`src/rtl/board_status_pkg.sv`:
```
// Shared types and constants for the board reset sequencer / status block.
// state_t : FSM state with fixed 3-bit encodings exported on the state port.
// LED_*   : bit positions within the status LED bus.
// cnt_w   : counter width able to hold 0..limit-1 (at least one bit).
package board_status_pkg;

    typedef enum logic [2:0] {
        ST_HOLD      = 3'd0,
        ST_WAIT_PCIE = 3'd1,
        ST_WAIT_CAL  = 3'd2,
        ST_RUN       = 3'd3,
        ST_FAULT     = 3'd4
    } state_t;

    localparam int unsigned LED_HB    = 0;
    localparam int unsigned LED_PCIE  = 1;
    localparam int unsigned LED_CAL   = 2;
    localparam int unsigned LED_FAULT = 3;
    localparam int unsigned LED_BANK0 = 4;

    function automatic int unsigned cnt_w(input int unsigned limit);
        return (limit > 1) ? $clog2(limit) : 1;
    endfunction

endpackage

```
`src/rtl/board_status_seq_sync.sv`:
```
// Multi-stage flop synchroniser for a vector of asynchronous inputs.
// clk   : destination clock
// rst_n : asynchronous active-low reset, clears all stages to 0
// d     : asynchronous input vector
// q     : synchronised output (last stage)
module sync_bits #(
    parameter int unsigned WIDTH  = 1,
    parameter int unsigned STAGES = 2
) (
    input  logic             clk,
    input  logic             rst_n,
    input  logic [WIDTH-1:0] d,
    output logic [WIDTH-1:0] q
);

    logic [WIDTH-1:0] stg [STAGES];

    always_ff @(posedge clk or negedge rst_n) begin
        if (!rst_n) begin
            for (int i = 0; i < int'(STAGES); i++) stg[i] <= '0;
        end else begin
            stg[0] <= d;
            for (int i = 1; i < int'(STAGES); i++) stg[i] <= stg[i-1];
        end
    end

    assign q = stg[STAGES-1];

endmodule

```
`src/rtl/board_status_seq.sv`:
```
// Board reset sequencer and status indicator.
// Holds the global reset for a fixed time, releases it once PCIe npor is up,
// releases the kernel once every enabled memory bank has calibrated, and
// flags a sticky fault on calibration failure, timeout or loss of calibration.
// Ports:
//   config_clk      : sole clock
//   resetn          : async active-low reset (deassertion synchronised here)
//   pcie_npor       : PCIe npor_out_reset_n (async)
//   mem_cal_success : per-bank calibration success (async)
//   mem_cal_fail    : per-bank calibration failure (async)
//   mem_enable      : per-bank enable mask, 0 = bank ignored
//   sys_resetn      : global reset release
//   kernel_resetn   : kernel reset release
//   cal_done        : all enabled banks calibrated (in RUN)
//   fault           : sticky fault flag
//   state           : current FSM state encoding
//   leds            : registered status LEDs
module board_status_seq
    import board_status_pkg::*;
#(
    parameter int unsigned NUM_MEM     = 2,
    parameter int unsigned LED_W       = 8,
    parameter int unsigned SYNC_STAGES = 2,
    parameter int unsigned HOLD_CYCLES = 1024,
    parameter int unsigned CAL_TIMEOUT = 50_000_000,
    parameter int unsigned HB_DIV      = 25_000_000
) (
    input  logic               config_clk,
    input  logic               resetn,
    input  logic               pcie_npor,
    input  logic [NUM_MEM-1:0] mem_cal_success,
    input  logic [NUM_MEM-1:0] mem_cal_fail,
    input  logic [NUM_MEM-1:0] mem_enable,
    output logic               sys_resetn,
    output logic               kernel_resetn,
    output logic               cal_done,
    output logic               fault,
    output logic [2:0]         state,
    output logic [LED_W-1:0]   leds
);

    localparam int unsigned HW = cnt_w(HOLD_CYCLES);
    localparam int unsigned TW = cnt_w(CAL_TIMEOUT);
    localparam int unsigned BW = cnt_w(HB_DIV);
    localparam int unsigned SW = 1 + 2 * NUM_MEM;
    localparam int unsigned NB = (NUM_MEM < LED_W - 4) ? NUM_MEM : LED_W - 4;

    // Reset synchroniser: async assert, deassert after SYNC_STAGES edges
    logic [SYNC_STAGES-1:0] rst_sync;
    logic                   rst_n;

    always_ff @(posedge config_clk or negedge resetn) begin
        if (!resetn) rst_sync <= '0;
        else         rst_sync <= {rst_sync[SYNC_STAGES-2:0], 1'b1};
    end

    assign rst_n = rst_sync[SYNC_STAGES-1];

    // Input synchroniser for {npor, success, fail}
    logic [SW-1:0]      raw;
    logic [SW-1:0]      syn;
    logic               npor_s;
    logic [NUM_MEM-1:0] succ_s;
    logic [NUM_MEM-1:0] fail_s;

    assign raw = {pcie_npor, mem_cal_success, mem_cal_fail};

    sync_bits #(.WIDTH(SW), .STAGES(SYNC_STAGES)) u_sync (
        .clk   (config_clk),
        .rst_n (rst_n),
        .d     (raw),
        .q     (syn)
    );

    assign npor_s = syn[SW-1];
    assign succ_s = syn[2*NUM_MEM-1 -: NUM_MEM];
    assign fail_s = syn[NUM_MEM-1:0];

    // Disabled banks count as calibrated and can never fail
    logic ok_c;
    logic bad_c;

    assign ok_c  = &(succ_s | ~mem_enable);
    assign bad_c = |(fail_s & mem_enable);

    state_t          st_q;
    state_t          nxt_c;
    logic [HW-1:0]   hold_cnt;
    logic [TW-1:0]   timer;
    logic [BW-1:0]   hb_cnt;
    logic            hb_wrap_c;
    logic [LED_W-1:0] led_c;

    // Next-state function; npor loss overrides everything past WAIT_PCIE
    always_comb begin
        nxt_c = st_q;
        case (st_q)
            ST_HOLD:      if (hold_cnt == HW'(HOLD_CYCLES - 1)) nxt_c = ST_WAIT_PCIE;
            ST_WAIT_PCIE: if (npor_s) nxt_c = ST_WAIT_CAL;
            ST_WAIT_CAL: begin
                if (bad_c)                               nxt_c = ST_FAULT;
                else if (ok_c)                           nxt_c = ST_RUN;
                else if (timer == TW'(CAL_TIMEOUT - 1))  nxt_c = ST_FAULT;
            end
            ST_RUN:       if (!ok_c || bad_c) nxt_c = ST_FAULT;
            ST_FAULT:     nxt_c = ST_FAULT;
            default:      nxt_c = ST_HOLD;
        endcase
        if (!npor_s && (st_q == ST_WAIT_CAL || st_q == ST_RUN || st_q == ST_FAULT))
            nxt_c = ST_HOLD;
    end

    assign hb_wrap_c = (hb_cnt == BW'(HB_DIV - 1));

    // LED image reflecting the state being entered on this edge
    always_comb begin
        led_c            = '0;
        led_c[LED_HB]    = leds[LED_HB] ^ hb_wrap_c;
        led_c[LED_PCIE]  = npor_s;
        led_c[LED_CAL]   = (nxt_c == ST_RUN);
        led_c[LED_FAULT] = (nxt_c == ST_FAULT);
        for (int i = 0; i < int'(NB); i++)
            led_c[LED_BANK0 + i] = succ_s[i] & mem_enable[i];
    end

    // State, counters and registered outputs
    always_ff @(posedge config_clk or negedge rst_n) begin
        if (!rst_n) begin
            st_q          <= ST_HOLD;
            hold_cnt      <= '0;
            timer         <= '0;
            hb_cnt        <= '0;
            sys_resetn    <= 1'b0;
            kernel_resetn <= 1'b0;
            cal_done      <= 1'b0;
            fault         <= 1'b0;
            leds          <= '0;
        end else begin
            st_q <= nxt_c;

            // Hold counter restarts from 0 on every entry to HOLD
            if (st_q == ST_HOLD && nxt_c == ST_HOLD) hold_cnt <= hold_cnt + HW'(1);
            else                                     hold_cnt <= '0;

            // Timeout timer only advances in WAIT_CAL and saturates at its limit
            if (st_q == ST_WAIT_PCIE && nxt_c == ST_WAIT_CAL)
                timer <= '0;
            else if (st_q == ST_WAIT_CAL && timer != TW'(CAL_TIMEOUT - 1))
                timer <= timer + TW'(1);

            if (hb_wrap_c) hb_cnt <= '0;
            else           hb_cnt <= hb_cnt + BW'(1);

            sys_resetn    <= (nxt_c != ST_HOLD);
            kernel_resetn <= (nxt_c == ST_RUN);
            cal_done      <= (nxt_c == ST_RUN);
            fault         <= (nxt_c == ST_FAULT);
            leds          <= led_c;
        end
    end

    assign state = st_q;

endmodule

```
`config.mk`:
```
export PLATFORM = sky130hd
export DESIGN_NAME = board_status_seq
export DESIGN_NICKNAME = d
export VERILOG_FILES = /design/src/rtl/board_status_pkg.sv /design/src/rtl/board_status_seq_sync.sv /design/src/rtl/board_status_seq.sv
export SDC_FILE = /design/constraint.sdc
export NUM_CORES = 1
export LEC_CHECK = 0
export ABC_CLOCK_PERIOD_IN_PS = 3260
export BUFFER_PORTS_ARGS = -buffer_cell sky130_fd_sc_hd__buf_2
export CELL_PAD_IN_SITES_DETAIL_PLACEMENT = 0
export CELL_PAD_IN_SITES_GLOBAL_PLACEMENT = 1
export CORE_ASPECT_RATIO = 0.6
export CORE_MARGIN = 2
export CORE_UTILIZATION = 40
export CTS_CLUSTER_SIZE = 10
export DETAILED_ROUTE_END_ITERATION = 10
export GPL_ROUTABILITY_DRIVEN = 1
export PLACE_DENSITY_LB_ADDON = 0.1
export SLEW_MARGIN = 10
export SYNTH_ARGS = -nofsm -noshare
export SYNTH_HDL_FRONTEND = slang
export SYNTH_HIERARCHICAL = 1
export SYNTH_SLANG_ARGS = --single-unit
```
`constraint.sdc`:
```
create_clock -name config_clk -period 3.26 [get_ports config_clk]
set_input_delay 0.326 -clock config_clk [delete_from_list [all_inputs] [get_ports config_clk]]
set_output_delay 0.326 -clock config_clk [all_outputs]
set_load 0.01 [all_outputs]
```
; ---- Word-level counts from Yosys, hierarchy flattened
; Index checks and enable logic that the tools add are counted.
[word_totals]
reg_bits = 85
out_inout_bits = 15
input_bits = 9
word_cells = 58
[classes]
reduce_logical = 15
addsub = 3
muxes = 12
eq_ne = 11
bitwise = 6
[ops]
columns = cell, count
row1 = $mux W26, 2
row2 = $add A26 B1 Y26 const B, 1
row3 = $eq A26 B26 Y1 const B, 1
row4 = $ne A26 B26 Y1 const B, 1
row5 = $add A25 B1 Y25 const B, 1
row6 = $eq A25 B25 Y1 const B, 1
row7 = $mux W25, 1
row8 = $mux W3, 7
row9 = $pmux W3 S5, 1
row10 = $eq A3 B2 Y1 const B, 4
row11 = $add A10 B1 Y10 const B, 1
row12 = $eq A10 B10 Y1 const B, 1
row13 = $mux W10, 1
row14 = $eq A3 B3 Y1 const B, 2
row15 = $logic_not A3 Y1, 2
row16 = $logic_and A1 B1 Y1, 4
row17 = $eq A3 B1 Y1 const B, 1
row18 = $logic_or A1 B1 Y1, 3
row19 = $reduce_bool A3 Y1, 1
row20 = $and A1 B1 Y1, 2
row21 = $and A2 B2 Y2, 1
row22 = $logic_not A1 Y1, 2
row23 = $not A2 Y2, 1
row24 = $or A2 B2 Y2, 1
row25 = 4 further kinds, 4

; ---- Depth between registers and ports, before layout
; Gate-level depths: netlist of the first run.
[logic_depth]
ltp_word = 11
mapped_depth = 8
depth_no_buf = 6

; ---- By module
; The synthesis of the first run kept the hierarchy.
[modules_own_cells]
columns = module, cells_per_inst, instances, area_each_um2
row1 = board_status_seq, 379, 1, 3734.8
row2 = sync_bits, 15, 1, 287.8

; ---- Worst setup path after synthesis of the first run
; No wires, ideal clock.
[synth_timing]
path_type = register to register
from = register st_q[2] (netlist: state[2])
to = register timer[25]
synth_period_minus_slack_ns = 2.145
stages_incl_launch_ff = 9
setup_ns = 0.129
t_required_ns = 3.131
arrival_time_ns = 2.016
path_slack_ns = 1.115
path_cell_list = dfrtp_1 buf_6 or3b_4 buf_6 or3_4 buf_6 nor4_4 xnor2_1 nor2_2
[synth_between]
elab_chain_len = 8
elab_cells_between_ends = 21
cone_classes = eq/ne (5) / mux (9) / reduce/logical (7)
[synth_lines]
columns = element, line
row1 = start: declaration, board_status_seq.sv:86  ; state_t st_q;
row2 = start signal: assignment, board_status_seq.sv:139  ; st_q <= nxt_c;
row3 = $mux W3 (tied with other cells), board_status_seq.sv:103  ; else if (timer == TW'(CAL_TIMEOUT - 1)) nxt_c = ST_FAULT;
row4 = $mux W3 / $logic_or A1 B1 Y1 (equally long branches), "board_status_seq.sv:102, board_status_seq.sv:109"
row5 = $mux W3 / $logic_or A1 B1 Y1 (equally long branches), "board_status_seq.sv:101, board_status_seq.sv:109"
row6 = $pmux W3 S5 / $logic_and A1 B1 Y1 (equally long branches), "board_status_seq.sv:97, board_status_seq.sv:109"
row7 = $mux W3, board_status_seq.sv:109  ; if (!npor_s && (st_q == ST_WAIT_CAL || st_q == ST_RUN || st_q == ST_FAULT))
row8 = $eq A3 B2 Y1, board_status_seq.sv:146  ; if (st_q == ST_WAIT_PCIE && nxt_c == ST_WAIT_CAL)
row9 = $logic_and A1 B1 Y1, board_status_seq.sv:146
row10 = $mux W26 / $reduce_bool A2 Y1 (equally long branches), -
row11 = end signal: assignment, board_status_seq.sv:149  ; timer <= timer + TW'(1);
row12 = end: declaration, board_status_seq.sv:89  ; logic [TW-1:0] timer;
; Several ways; a longest one is shown, not always the timed one.
; A chain may end at the register's enable or synchronous reset.

; ---- Final worst setup path of the first run
[layout_timing]
from = register timer[0]
to = register timer[13]
[layout_between]
elab_chain_len = 9
elab_cells_between_ends = 14
cone_classes = add/sub (1) / eq/ne (3) / mux (7) / reduce/logical (3)
[layout_lines]
columns = element, line
row1 = $eq A26 B26 Y1, board_status_seq.sv:103
row2 = $mux W3, board_status_seq.sv:103
row3 = $mux W3, board_status_seq.sv:102  ; else if (ok_c) nxt_c = ST_RUN;
row4 = $mux W3, board_status_seq.sv:101  ; if (bad_c) nxt_c = ST_FAULT;
row5 = $pmux W3 S5, board_status_seq.sv:97  ; case (st_q)
row6 = $mux W3, board_status_seq.sv:109
row7 = $eq A3 B2 Y1, board_status_seq.sv:146
row8 = $logic_and A1 B1 Y1, board_status_seq.sv:146
row9 = $mux W26 / $reduce_bool A2 Y1 (equally long branches), -
; Several ways; a longest one is shown, not always the timed one. The select of a mux whose other input is x is not followed.

==> results.md, run 1 <==
- Status: finished, final reports clean
- CP Class: flip-flop to flip-flop
- Routed Antenna Nets: 0
- Cell breakdown of the critical path: ha_1 -> nand3_1 -> nor4bb_1 -> a21oi_1 -> or4b_1 -> a21oi_1
- CTS max path bufs: 2
- Wire per inst: 15.46 um
- Commonest non-fill, non-tap cell in the layout: dfrtp_1
- Final slew viol count: 0
- HP Class: primary input to flip-flop
- CTS clk-pin slew, worst paths: 0.06 ns
- CP arrival: 2.40 ns
- Worst R2R Start: timer[0]$_DFFE_PN0P_
- CP bufs+invs: 0
- Leak: 1.959 nW
- Sw Ratio: 19.89%
- Post-layout min period: 2.196 ns
- Vias in the first global route: 2587
- Total die area: 0.01090 mm2
- First-pass GRT wire length: 14320 um
- Worst VDD drop: 0.2601 mV
- GRT Resource Usage Total: 17.31%
- Int Pwr: 1.684 mW
- Post-route setup slack: 1.064 ns
- Highest Clock Rate: 455.3 MHz
- Max_cap viols: 0
- Initial antenna violation count: 0
- Nature of the critical path endpoint: flip-flop
- Pre-Repair DR Iteration Count: 4
- Mapped cell area: 0.004023 mm2
- GR Overflow Total: 0
- Largest net degree at the start of global routing: 82
- R2R cell count: 6
- Final nets: 420
- Top cell type's share of synthesized area: 51.63%
- Setup TNS: 0 ns
- Ys async rst share: 100.0%
- Worst path required time: 3.46 ns
- DR DRC count: 0
- WHS Endpoint: u_sync/stg[7]$_DFF_PN0_
- CP startpoint kind: flip-flop
- Via count: 2797
- Die height: 81.68 um
- Worst r2r dst: timer[13]$_DFFE_PN0P_
- Antenna Cells: 0
- Initial Util: 41.01%
- Layout area overhead: 11.66%
- TritonCTS sink count: 83
- Yosys reg bits: 83
- Main flop type after synthesis: dfrtp_1
- Placed cells: 531
- Die X: 133.5 um
- Synth top area cells: dfrtp_1 52%, xor2_1 5.0%, xnor2_1 4.4%
- Cell class contributing the biggest share of worst-path delay: simple AND/OR/NAND/NOR gates
- Pre-CTS setup slack: 1.094 ns
- Final setup vio count: 0
- Worst-Margin Slew: 1.032 ns
- Sequential share of the synthesized area: 51.63%
- Flop pwr share: 50.6%
- RD Place Congestion: 0.7627
- Final wirelength: 8474 um
- Synth warn: 6
- DR iter-0 viols: 198
- Hold Startpoint: mem_cal_success[0]
- Slowest cell delay on critical path: 0.63 ns
- Post-Layout Cell Count: 548
- Library cells used by synthesis: 50
- Share of cells above drive strength 1: 12.11%
- Post-synthesis cell count: 394
- H-tree levels: 3
- Dpl hpwl: 5859 um
- Port bufs: 21
- Top cell type by total area after synthesis: dfrtp_1
- Worst Path Max Fanout: 6
- # resized after CTS: 0
- Clock Skew: 0.004019 ns
- Slew margin rel.: 31.18%
- Clock group share of total power: 48.5%
- R2R Setup Slk: 1.06 ns
- NetSw: 0.4182 mW
- Tcrit/Tclk final: 67.37%
- I/O pin count: 24
- Core area: 0.009809 mm2
- Critical-path top delay cell: nor4bb_1
- Most frequent cells in the layout: 82 x dfrtp_1, 46 x nor2_1, 31 x nand2_1, 25 x nand3_1, 23 x xor2_1
- WHS Path Cells: 1
- Root Buffer Master: clkbuf_16
- Unrepaired setup endpoints after global routing: false
- Syn avg cell area: 10.21 um2
- Cell repeated most along the worst path: a21oi_1
- EDFF count, synth: 0
- CTS buffer count: 9
- Final core occ: 45.79%
- Pwr per Cell Area: 468.0 mW/mm2
- Final hold violation count: 0
- Vias per cell: 5.104
- Overall power: 2.102 mW
- Rows: 28
- CTS tree: built
- Clk_lat worst skew: 0.33 ns
- Comb pwr share: 0.9%
-- synth_stat cells, types with 3 or more instances --
master	instances
dfrtp_1	83
nor2_1	46
nand2_1	31
nand3_1	25
xor2_1	23
xnor2_1	20
a21oi_1	19
nand4_1	15
and4_1	10
buf_4	10
and3_1	9
clkbuf_1	8
o21ai_0	7
inv_1	6
nand2b_1	6
nor3_1	6
nor4_1	6
mux2i_1	4
nor2b_1	4
or3_1	4
or4_1	4
and2_1	3
buf_6	3
ha_1	3
nor4bb_1	3
o31ai_1	3
-- state kept, by name (all words and copies together), names as in the netlist --
| register | flops |
|---|---|
| sys_resetn | 1 |
| hb_cnt | 25 |
| u_sync/q | 5 |
| hold_cnt | 10 |
| state | 3 |
| rst_sync | 2 |
| timer | 26 |
| leds | 6 |
| u_sync/stg | 5 |
-- stage by stage --
step | cell area, um2 | hold slack [ns]
after floorplan | 4026 | 0.03041
after global placement | 4183 | 0.1105
after detailed placement | 4183 | 0.1135
after CTS | 4492 | 0.08334
after global routing | 4492 | 0.08422
final | 4492 | 0.09997
-- logic make-up after synthesis --
kind of cell / synth area share (%)
XOR/XNOR: 9.362
other: 0.1867
adder cells (fa/ha/maj): 0.9332
AO/OA/AOI/OAI: 6.439
buffers and inverters: 4.261
multiplexers: 0.9954
AND/OR/NAND/NOR: 26.19
flip-flops: 51.63
-- timing repair --
action / CTS / global route
hold endpoints to repair: 2 / 0
hold buffers: 1 / 0
setup endpoints to repair: 0 / 0
setup buffers: 0 / 0
-- cell type report --
type | count | area (um2)
clock buffers | 14 | 264.0
inverters | 6 | 22.52
well taps | 135 | 168.9
flip-flops and latches | 83 | 2081
fillers | 927 | 5318
multi-input cells | 283 | 1783
clock inverters | 2 | 35.03
repair buffers | 25 | 137.6
-- routing by layer --
layer / vias up / share of wire [%] / GRT usage [%]
li1: 1408 / - / -
met1: 1335 / 59 / 28.18
met2: 52 / 37 / 21.39
met3: 2 / 3.5 / 5.000
met4: 0 / 0.41 / 4.468
met5: - / 0 / 0
-- worst reg2reg max path, cell delays in order (launching register included) --
cell and delay [ns]:
dfrtp_1 0.41, ha_1 0.21, nand3_1 0.23, nor4bb_1 0.63
a21oi_1 0.30, or4b_1 0.23, a21oi_1 0.06
-- worst max-delay path by stage --
stage	from	to	slack, ns	depth (start not counted)
after floorplan	rst_sync[1]$_DFF_PN0_	hb_cnt[0]$_DFF_PN0_	0.78	0
after global placement	hb_cnt[0]$_DFF_PN0_	hb_cnt[24]$_DFF_PN0_	1.13	6
after detailed placement	state[1]$_DFF_PN0_	timer[20]$_DFFE_PN0P_	1.09	5
after CTS	timer[0]$_DFFE_PN0P_	timer[13]$_DFFE_PN0P_	1.07	6
after global routing	timer[1]$_DFFE_PN0P_	timer[5]$_DFFE_PN0P_	0.87	6
final	timer[0]$_DFFE_PN0P_	timer[13]$_DFFE_PN0P_	1.06	6
-- power by group through the flow --
stage	registers, mW	logic (mW)	clock network, mW
after global placement	1.08	0.0178	0
after CTS	1.07	0.0192	1.06
after global routing	1.07	0.0220	1.11
after floorplan	1.08	0.0148	0
after detailed placement	1.08	0.0183	0
final	1.06	0.0191	1.02
Power figures use the tool's default switching activity.
==> inputs of run 2 (changes only) <==
--- a/config.mk
+++ b/config.mk
@@ -5,7 +5,8 @@
 export SDC_FILE = /design/constraint.sdc
 export NUM_CORES = 1
 export LEC_CHECK = 0
-export ABC_CLOCK_PERIOD_IN_PS = 3260
+export ABC_AREA = 1
+export ABC_CLOCK_PERIOD_IN_PS = 2200
 export BUFFER_PORTS_ARGS = -buffer_cell sky130_fd_sc_hd__buf_2
 export CELL_PAD_IN_SITES_DETAIL_PLACEMENT = 0
 export CELL_PAD_IN_SITES_GLOBAL_PLACEMENT = 1
==> constraint.sdc (replaced) <==
create_clock -name config_clk -period 2.2 [get_ports config_clk]
set_input_delay 0.22 -clock config_clk [delete_from_list [all_inputs] [get_ports config_clk]]
set_output_delay 0.22 -clock config_clk [all_outputs]
set_load 0.01 [all_outputs]
==> run 2 against run 1 <==
Net effect: wire length grew 17%; hold slack better by 0.025 ns; die area up 8.3%; power up 55%; largest cell class unchanged; count of clock-buffer cells in the layout shrank 5; critical endpoint is now timer[11]$_DFFE_PN0P_.
==> results.md, run 2 <==
- Final core occ: 47.65% (was 45.79%)
- Final hold violation count: 0 (unchanged)
- Clk_lat worst skew: 0.33 ns (about the same)
- Final slew viol count: 0 (unchanged)
- Slowest cell delay on critical path: 0.41 ns (was 0.63 ns)
- RD Place Congestion: 0.8588 (was 0.7627)
- Max_cap viols: 0 (unchanged)
- Slew margin rel.: 54.82% (was 31.18%)
- Worst VDD drop: 0.4429 mV (was 0.2601 mV)
- Biggest regs: timer (26), hb_cnt (25), hold_cnt (10) (unchanged)
- Leak: 2.478 nW (was 1.959 nW)
- Unrepaired setup endpoints after global routing: false (unchanged)
- Core area: 0.01060 mm2 (was 0.009809 mm2)
- DR DRC count: 0 (unchanged)
- Main flop type after synthesis: dfrtp_1 (unchanged)
- Nature of the critical path endpoint: flip-flop (unchanged)
- Final Hold Slack: 0.1253 ns (was 0.09997 ns)
- Dpl hpwl: 7559 um (was 5859 um)
- HP Class: primary input to flip-flop (unchanged)
- Total die area: 0.01181 mm2 (was 0.01090 mm2)
- Biggest register: timer (unchanged)
- Port bufs: 21 (unchanged)
- Vias in the first global route: 3325 (was 2587)
- Die X: 138.9 um (was 133.5 um)
- Largest family of logic cells by synthesized area: simple AND/OR/NAND/NOR gates (unchanged)
- Sequential share of the synthesized area: 47.52% (was 51.63%)
- Die height: 84.97 um (was 81.68 um)
- Post-synthesis mux area share: 0% (was 0.9953%)
- CTS tree: built (unchanged)
- Wire per inst: 13.56 um (was 15.46 um)
- Commonest non-fill, non-tap cell in the layout: nand2_1 (was dfrtp_1)
- Most frequent cells in the layout: 110 x nand2_1, 92 x nor2_1, 82 x dfrtp_1, 78 x inv_1, 27 x nor3_1 (was 82 x dfrtp_1, 46 x nor2_1, 31 x nand2_1, 25 x nand3_1, 23 x xor2_1)
- Finished Cell Area: 0.005049 mm2 (was 0.004492 mm2)
- Top cell type by total area after synthesis: dfrtp_1 (unchanged)
- Share of cells above drive strength 1: 11.95% (was 12.11%)
- Max reg flops: 26 (unchanged)
- H-tree levels: 3 (unchanged)
- Post-synth top cells: 110 x nand2_1, 93 x nor2_1, 83 x dfrtp_1, 78 x inv_1, 27 x nor3_1 (was 83 x dfrtp_1, 46 x nor2_1, 31 x nand2_1, 25 x nand3_1, 23 x xor2_1)
- Mapped cell area: 0.004370 mm2 (was 0.004023 mm2)
- Most numerous cell in the Yosys netlist: nand2_1 (was dfrtp_1)
- Placed inst area: 0.004638 mm2 (was 0.004183 mm2)
- Library cells used by synthesis: 39 (was 50)
- CTS max path bufs: 2 (unchanged)
- GR Util met2: 22.26% (was 21.39%)
- Cell breakdown of the critical path: ha_1 -> nand3_1 -> inv_1 -> nand2_1 -> nor2_1 -> nand2_1 -> nand2_4 -> nor2_2 -> nand2_1 -> nor2_1 -> nand2_1 -> nor2_1 -> nor2_1 (was ha_1 -> nand3_1 -> nor4bb_1 -> a21oi_1 -> or4b_1 -> a21oi_1)
- TritonCTS sink count: 83 (unchanged)
- Worst Path Max Fanout: 9 (was 6)
- Top cell type's share of synthesized area: 47.52% (was 51.63%)
- Simple-Gate Fraction of Synth Area: 30.63% (was 26.19%)
- CTS buffer count: 9 (unchanged)
- Syn avg cell area: 7.903 um2 (was 10.21 um2)
- Synth Area in Adders: 0.8589% (was 0.9331%)
- Worst-Margin Slew: 0.6777 ns (was 1.032 ns)
- Met1 Use GR: 30.30% (was 28.18%)
- Setup TNS: 0 ns (unchanged)
- EDFF count, synth: 0 (unchanged)
- Layout area overhead: 15.52% (was 11.66%)
- Post-synthesis compound-gate area fraction: 5.640% (was 6.439%)
- Initial antenna violation count: 0 (unchanged)
- CTS clk-pin slew, worst paths: 0.06 ns (about the same)
- Clock Skew: 0.007167 ns (was 0.004019 ns)
- Largest net degree at the start of global routing: 53 (was 82)
- Yosys reg bits: 83 (unchanged)
- Root Buffer Master: clkbuf_16 (unchanged)
- CP bufs+invs: 1 (was 0)
- XOR/XNOR Fraction of Synth Area: 5.611% (was 9.362%)
- First-pass GRT wire length: 17060 um (was 14320 um)
- CP arrival: 2.21 ns (was 2.40 ns)
- I/O pin count: 24 (unchanged)
- Final nets: 601 (was 420)
- Top Usage Layer GRT: met1 (unchanged)
- GRT Resource Usage Total: 18.17% (was 17.31%)
- Synth top area cells: dfrtp_1 48%, nand2_1 9.4%, nor2_1 8.0% (was dfrtp_1 52%, xor2_1 5.0%, xnor2_1 4.4%)
- Post-layout min period: 1.993 ns (was 2.196 ns)
- Pwr per Cell Area: 646.0 mW/mm2 (was 468.0 mW/mm2)
- Cell class contributing the biggest share of worst-path delay: simple AND/OR/NAND/NOR gates (unchanged)
- Status: finished, final reports clean (unchanged)
- Antenna Cells: 0 (unchanged)
- Rows: 29 (was 28)
- Critical-path top delay cell: dfrtp_1 (was nor4bb_1)
- Post-synthesis cell count: 553 (was 394)
- DR iter-0 viols: 300 (was 198)
- GR Overflow Total: 0 (unchanged)
- Tcrit/Tclk final: 90.58% (was 67.37%)
- Highest Clock Rate: 501.8 MHz (was 455.3 MHz)
- Vias per cell: 4.885 (was 5.104)
- Initial Util: 41.25% (was 41.01%)
- CP startpoint kind: flip-flop (unchanged)
- Via count: 3581 (was 2797)
- Final wirelength: 9938 um (was 8474 um)
- Final setup vio count: 0 (unchanged)
- Ys async rst share: 100.0% (unchanged)
- Routed Antenna Nets: 0 (unchanged)
- CP Class: flip-flop to flip-flop (unchanged)
- Pre-Repair DR Iteration Count: 5 (was 4)
- Worst path required time: 2.42 ns (was 3.46 ns)
- GR Util met3: 5.023% (was 5.000%)
- Synth warn: 6 (unchanged)
## run 2: changes by cell type after synthesis, sizes merged, moves of 22 or more
cell and change:
inv +75, nor2 +52, nand2 +83, nor3 +22
## run 2: power breakdown
part	total (mW)	internal (mW)	leakage (nW)	switching, mW
registers	1.56	1.54	1.07	0.0223
logic	0.0490	0.0212	1.24	0.0278
clock network	1.65	1.01	0.163	0.637
## run 2: worst paths after layout
kind	startpoint	end	slack (ns)	depth (start not counted)
worst max register to register	timer[0]$_DFFE_PN0P_	timer[11]$_DFFE_PN0P_	0.21	13
max in group asynchronous	rst_sync[1]$_DFF_PN0_	sys_resetn$_DFF_PN0_	1.22	1
worst max-delay path	timer[0]$_DFFE_PN0P_	timer[11]$_DFFE_PN0P_	0.21	13
worst min-delay path	mem_enable[0]	leds[4]$_DFF_PN0_	0.13	3
worst min register to register	u_sync/stg[8]$_DFF_PN0_	u_sync/q[3]$_DFF_PN0_	0.36	0
min in group asynchronous	resetn	rst_sync[1]$_DFF_PN0_	0.20	2
## run 2: kinds of logic (layout without fill, tap and decap cells)
family | Yosys count | after routing
AOI/OAI and AO/OA | 41 | 41
xor gates and xnor gates | 28 | 28
adders and majority gates | 3 | 3
buffers and inverters | 97 | 137
DFF | 83 | 83
other | 2 | 3
and+or+nand+nor | 299 | 299
## run 2: what timing repair did
action	4_1_cts	5_1_grt
endpoints found under the hold margin	7	0
hold buffers	6	0
setup endpoints to repair	0	14
gates resized for setup	0	2
setup buffers	0	2
## run 2: metal layers
metal / part of all wire (%) / up-vias
met2: 35 / 99
met3: 7.3 / 4
met1: 57 / 1649
met5: 0 / -
met4: 0.61 / 0
li1: - / 1829
## run 2: worst register-to-register path, delay by kind of cell, from the launching register on
| family | cells | cell delay [ns] |
|---|---|---|
| buf+inv | 1 | 0.08 |
| simple gates | 11 | 1.17 |
| flops | 1 | 0.41 |
| fa+ha+maj | 1 | 0.24 |
## run 2: area by class of cell
class	count	area, um2
Tap cell	139	173.9
Clock inverter	7	102.6
Inverter	81	304.0
Clock buffer	9	225.2
Fill cell	1062	5547
Multi-Input combinational cell	374	1887
Timing Repair Buffer	40	275.3
Sequential cell	83	2081
## run 2: stage by stage
step	power [mW]	instances	setup slack [ns]
finish	3.261	733	0.2072
global route	3.392	733	0.01857
CTS	3.315	731	0.09860
detailed placement	1.636	709	0.1258
global placement	1.635	709	0.1831
floorplan	1.615	554	0.4799
==> inputs of run 3 (changes only) <==
--- a/config.mk
+++ b/config.mk
@@ -6,17 +6,18 @@
 export NUM_CORES = 1
 export LEC_CHECK = 0
 export ABC_AREA = 1
-export ABC_CLOCK_PERIOD_IN_PS = 2200
+export ABC_CLOCK_PERIOD_IN_PS = 2300
 export BUFFER_PORTS_ARGS = -buffer_cell sky130_fd_sc_hd__buf_2
 export CELL_PAD_IN_SITES_DETAIL_PLACEMENT = 0
 export CELL_PAD_IN_SITES_GLOBAL_PLACEMENT = 1
 export CORE_ASPECT_RATIO = 0.6
 export CORE_MARGIN = 2
-export CORE_UTILIZATION = 40
+export CORE_UTILIZATION = 49
 export CTS_CLUSTER_SIZE = 10
 export DETAILED_ROUTE_END_ITERATION = 10
 export GPL_ROUTABILITY_DRIVEN = 1
 export PLACE_DENSITY_LB_ADDON = 0.1
+export REMOVE_ABC_BUFFERS = 1
 export SLEW_MARGIN = 10
 export SYNTH_ARGS = -nofsm -noshare
 export SYNTH_HDL_FRONTEND = slang
==> constraint.sdc (replaced) <==
create_clock -name config_clk -period 2.3 [get_ports config_clk]
set_input_delay 0.23 -clock config_clk [delete_from_list [all_inputs] [get_ports config_clk]]
set_output_delay 0.23 -clock config_clk [all_outputs]
set_load 0.01 [all_outputs]
==> run 3 against run 2 <==
Net effect: sequential share of layout area is 0.55 points higher; die area decreased by 18%; critical path type unchanged; setup slack about the same.
==> results.md, run 3 (synthesis results as in run 2) <==
- Status: finished, final reports clean (unchanged)
- Worst-Margin Slew: 0.5318 ns (was 0.6777 ns)
- Worst Setup SP: timer[0]$_DFFE_PN0P_ (unchanged)
- Pwr per Cell Area: 627.8 mW/mm2 (was 646.0 mW/mm2)
- Final wirelength: 10130 um (was 9938 um)
- DR DRC count: 0 (unchanged)
- Port bufs: 21 (unchanged)
- GRT Resource Usage Total: 22.91% (was 18.17%)
- Total die area: 0.009716 mm2 (was 0.01181 mm2)
- Die X: 125.9 um (was 138.9 um)
- Initial antenna violation count: 0 (unchanged)
- First-pass GRT wire length: 17640 um (was 17060 um)
- Antenna Cells: 0 (unchanged)
- Post-layout min period: 2.093 ns (was 1.993 ns)
- Routed Antenna Nets: 0 (unchanged)
- CTS max path bufs: 2 (unchanged)
- I/O pin count: 24 (unchanged)
- Max reg flops: 26 (unchanged)
- CP arrival: 2.32 ns (was 2.21 ns)
- Worst path required time: 2.53 ns (was 2.42 ns)
- CTS tree: built (unchanged)
- Clock Skew: 0.004777 ns (was 0.007167 ns)
- CTS buffer count: 9 (unchanged)
- Vias in the first global route: 3462 (was 3325)
- Rows: 26 (was 29)
- Slew margin rel.: 64.27% (was 54.82%)
- Root Buffer Master: clkbuf_16 (unchanged)
- Pre-Repair DR Iteration Count: 5 (unchanged)
- Unrepaired setup endpoints after global routing: false (unchanged)
- Sw Ratio: 20.65% (was 21.08%)
- Tcrit/Tclk final: 91.01% (was 90.58%)
- Wire per inst: 14.43 um (was 13.56 um)
- CP startpoint kind: flip-flop (unchanged)
- Vias per cell: 5.194 (was 4.885)
- Worst VDD drop: 0.4238 mV (was 0.4429 mV)
- NetSw: 0.6460 mW (was 0.6876 mW)
- Cell repeated most along the worst path: nor2_1
- Worst Path Max Fanout: 15 (was 9)
- FF+latch area: 0.002081 mm2 (unchanged)
- Core area: 0.008588 mm2 (was 0.01060 mm2)
- Post-route setup slack: 0.2068 ns (was 0.2072 ns)
- Critical-path top delay cell: dfrtp_1 (unchanged)
- Largest net degree at the start of global routing: 40 (was 53)
- Final hold violation count: 0 (unchanged)
- Hold Startpoint: mem_enable[0] (unchanged)
- Final nets: 597 (was 601)
- Setup bufs post-CTS: 0 (unchanged)
- Max_cap viols: 0 (unchanged)
- Cell breakdown of the critical path: ha_1 -> nand3_1 -> inv_1 -> nand2_1 -> nor2_1 -> nand2_1 -> nand2_4 -> nor2_1 -> nand2_1 -> nor2_1 -> nand2_1 -> nor2_1 -> nor2_1 (was ha_1 -> nand3_1 -> inv_1 -> nand2_1 -> nor2_1 -> nand2_1 -> nand2_4 -> nor2_2 -> nand2_1 -> nor2_1 -> nand2_1 -> nor2_1 -> nor2_1)
- RD Place Congestion: 0.8865 (was 0.8588)
- Final slew viol count: 0 (unchanged)
- Die height: 77.16 um (was 84.97 um)
- CTS clk-pin slew, worst paths: 0.06 ns (about the same)
- Nature of the critical path endpoint: flip-flop (unchanged)
- Int Pwr: 2.482 mW (was 2.574 mW)
- Pre-CTS setup slack: 0.2056 ns (was 0.1258 ns)
- Dpl hpwl: 7698 um (was 7559 um)
- Comb pwr share: 1.6% (was 1.5%)
- Setup TNS: 0 ns (unchanged)
- DR iter-0 viols: 452 (was 300)
- Slowest cell delay on critical path: 0.41 ns (about the same)
- HP Class: primary input to flip-flop (unchanged)
- Clock group share of total power: 50.6% (about the same)
- Biggest regs: timer (26), hb_cnt (25), hold_cnt (10) (unchanged)
- Via count: 3646 (was 3581)
- Area of the multi-input gates: 0.001884 mm2 (was 0.001887 mm2)
- Cell class contributing the biggest share of worst-path delay: simple AND/OR/NAND/NOR gates (unchanged)
- Biggest register: timer (unchanged)
- Worst R2R Start: timer[0]$_DFFE_PN0P_ (unchanged)
- Most frequent cells in the layout: 110 x nand2_1, 93 x nor2_1, 82 x dfrtp_1, 78 x inv_1, 27 x nor3_1 (was 110 x nand2_1, 92 x nor2_1, 82 x dfrtp_1, 78 x inv_1, 27 x nor3_1)
- Final core occ: 58.01% (was 47.65%)
- Commonest non-fill, non-tap cell in the layout: nand2_1 (unchanged)
- Layout area overhead: 14.00% (was 15.52%)
- Leak: 2.454 nW (was 2.478 nW)
- TritonCTS sink count: 83 (unchanged)
- Initial Util: 50.89% (was 41.25%)
- Share of cells above drive strength 1: 11.02% (was 11.95%)
- FILL cells: 820 (was 1062)
- Clk_lat worst skew: 0.34 ns (was 0.33 ns)
- CP Class: flip-flop to flip-flop (unchanged)
- GR Overflow Total: 0 (unchanged)
- Final setup vio count: 0 (unchanged)
- Flop pwr share: 47.7% (was 47.9%)
- H-tree levels: 3 (unchanged)
- CP bufs+invs: 1 (unchanged)
- Highest Clock Rate: 477.7 MHz (was 501.8 MHz)
==> run 3: cell types whose count changed in the layout (fill, tap and decap cells not counted) <==
cell        before  now
inv_8            1    0
buf_4           12    8
clkbuf_1         0    1
nor2_2           5    4
clkinv_4         0    1
inv_6            3    1
clkinv_2         1    0
clkinvlp_4       0    1
nor2_1          92   93
clkbuf_8         0    1
==> run 3: worst min-delay path, stage by stage <==
cell and delay [ns]:
buf_2 0.09, nand2_1 0.05, inv_1 0.04
==> run 3: cell type report <==
type                    instances  share of cell area [%]
inverters                      81                   6.102
flip-flops and latches         83                   41.76
repair buffers                 36                   4.922
clock inverters                 5                   1.708
well taps                     112                   2.813
multi-input cells             374                   37.82
clock buffers                  11                   4.872
==> run 3: final timing paths <==
check	end	slack, ns	cells after the start
worst min register to register	hb_cnt[9]$_DFF_PN0_	0.30	0
max in group asynchronous	u_sync/q[3]$_DFF_PN0_	1.38	1
min in group asynchronous	rst_sync[1]$_DFF_PN0_	0.19	2
worst max register to register	timer[11]$_DFFE_PN0P_	0.21	13
worst min-delay path	leds[4]$_DFF_PN0_	0.10	3
worst max-delay path	timer[11]$_DFFE_PN0P_	0.21	13
==> run 3: what timing repair did <==
item,in CTS,in global routing
hold buffers,6,0
gates resized for setup,0,1
hold endpoints to repair,7,0
endpoints found under the setup margin,0,6
==> run 3: power groups by stage <==
| stage | combinational [mW] | sequential, mW | clock, mW |
|---|---|---|---|
| floorplan | 0.0107 | 1.53 | 0 |
| global placement | 0.0437 | 1.52 | 0 |
| detailed placement | 0.0443 | 1.52 | 0 |
| CTS | 0.0529 | 1.49 | 1.61 |
| global route | 0.0585 | 1.50 | 1.67 |
| finish | 0.0513 | 1.49 | 1.58 |
==> run 3: through the flow <==
step                cell area [um2]  std cells  power, mW  hold slack [ns]
detailed placement             4589        680      1.566          0.01573
floorplan                      4260        538      1.536         -0.06559
finish                         4982        702      3.128           0.1022
CTS                            4977        702      3.158          0.09918
global placement               4589        680      1.565          0.01456
global route                   4982        702      3.228           0.1115
==> run 3: per-layer routing <==
layer | part of all wire [%] | global-route usage (%) | wire length, um | up-vias
met5 | 0 | 0 | 0 | -
met1 | 55 | 37.95 | 5620 | 1697
met4 | 1.2 | 6.593 | 121 | 0
li1 | - | - | - | 1808
met3 | 7.7 | 5.304 | 783 | 11
met2 | 36 | 28.66 | 3608 | 130
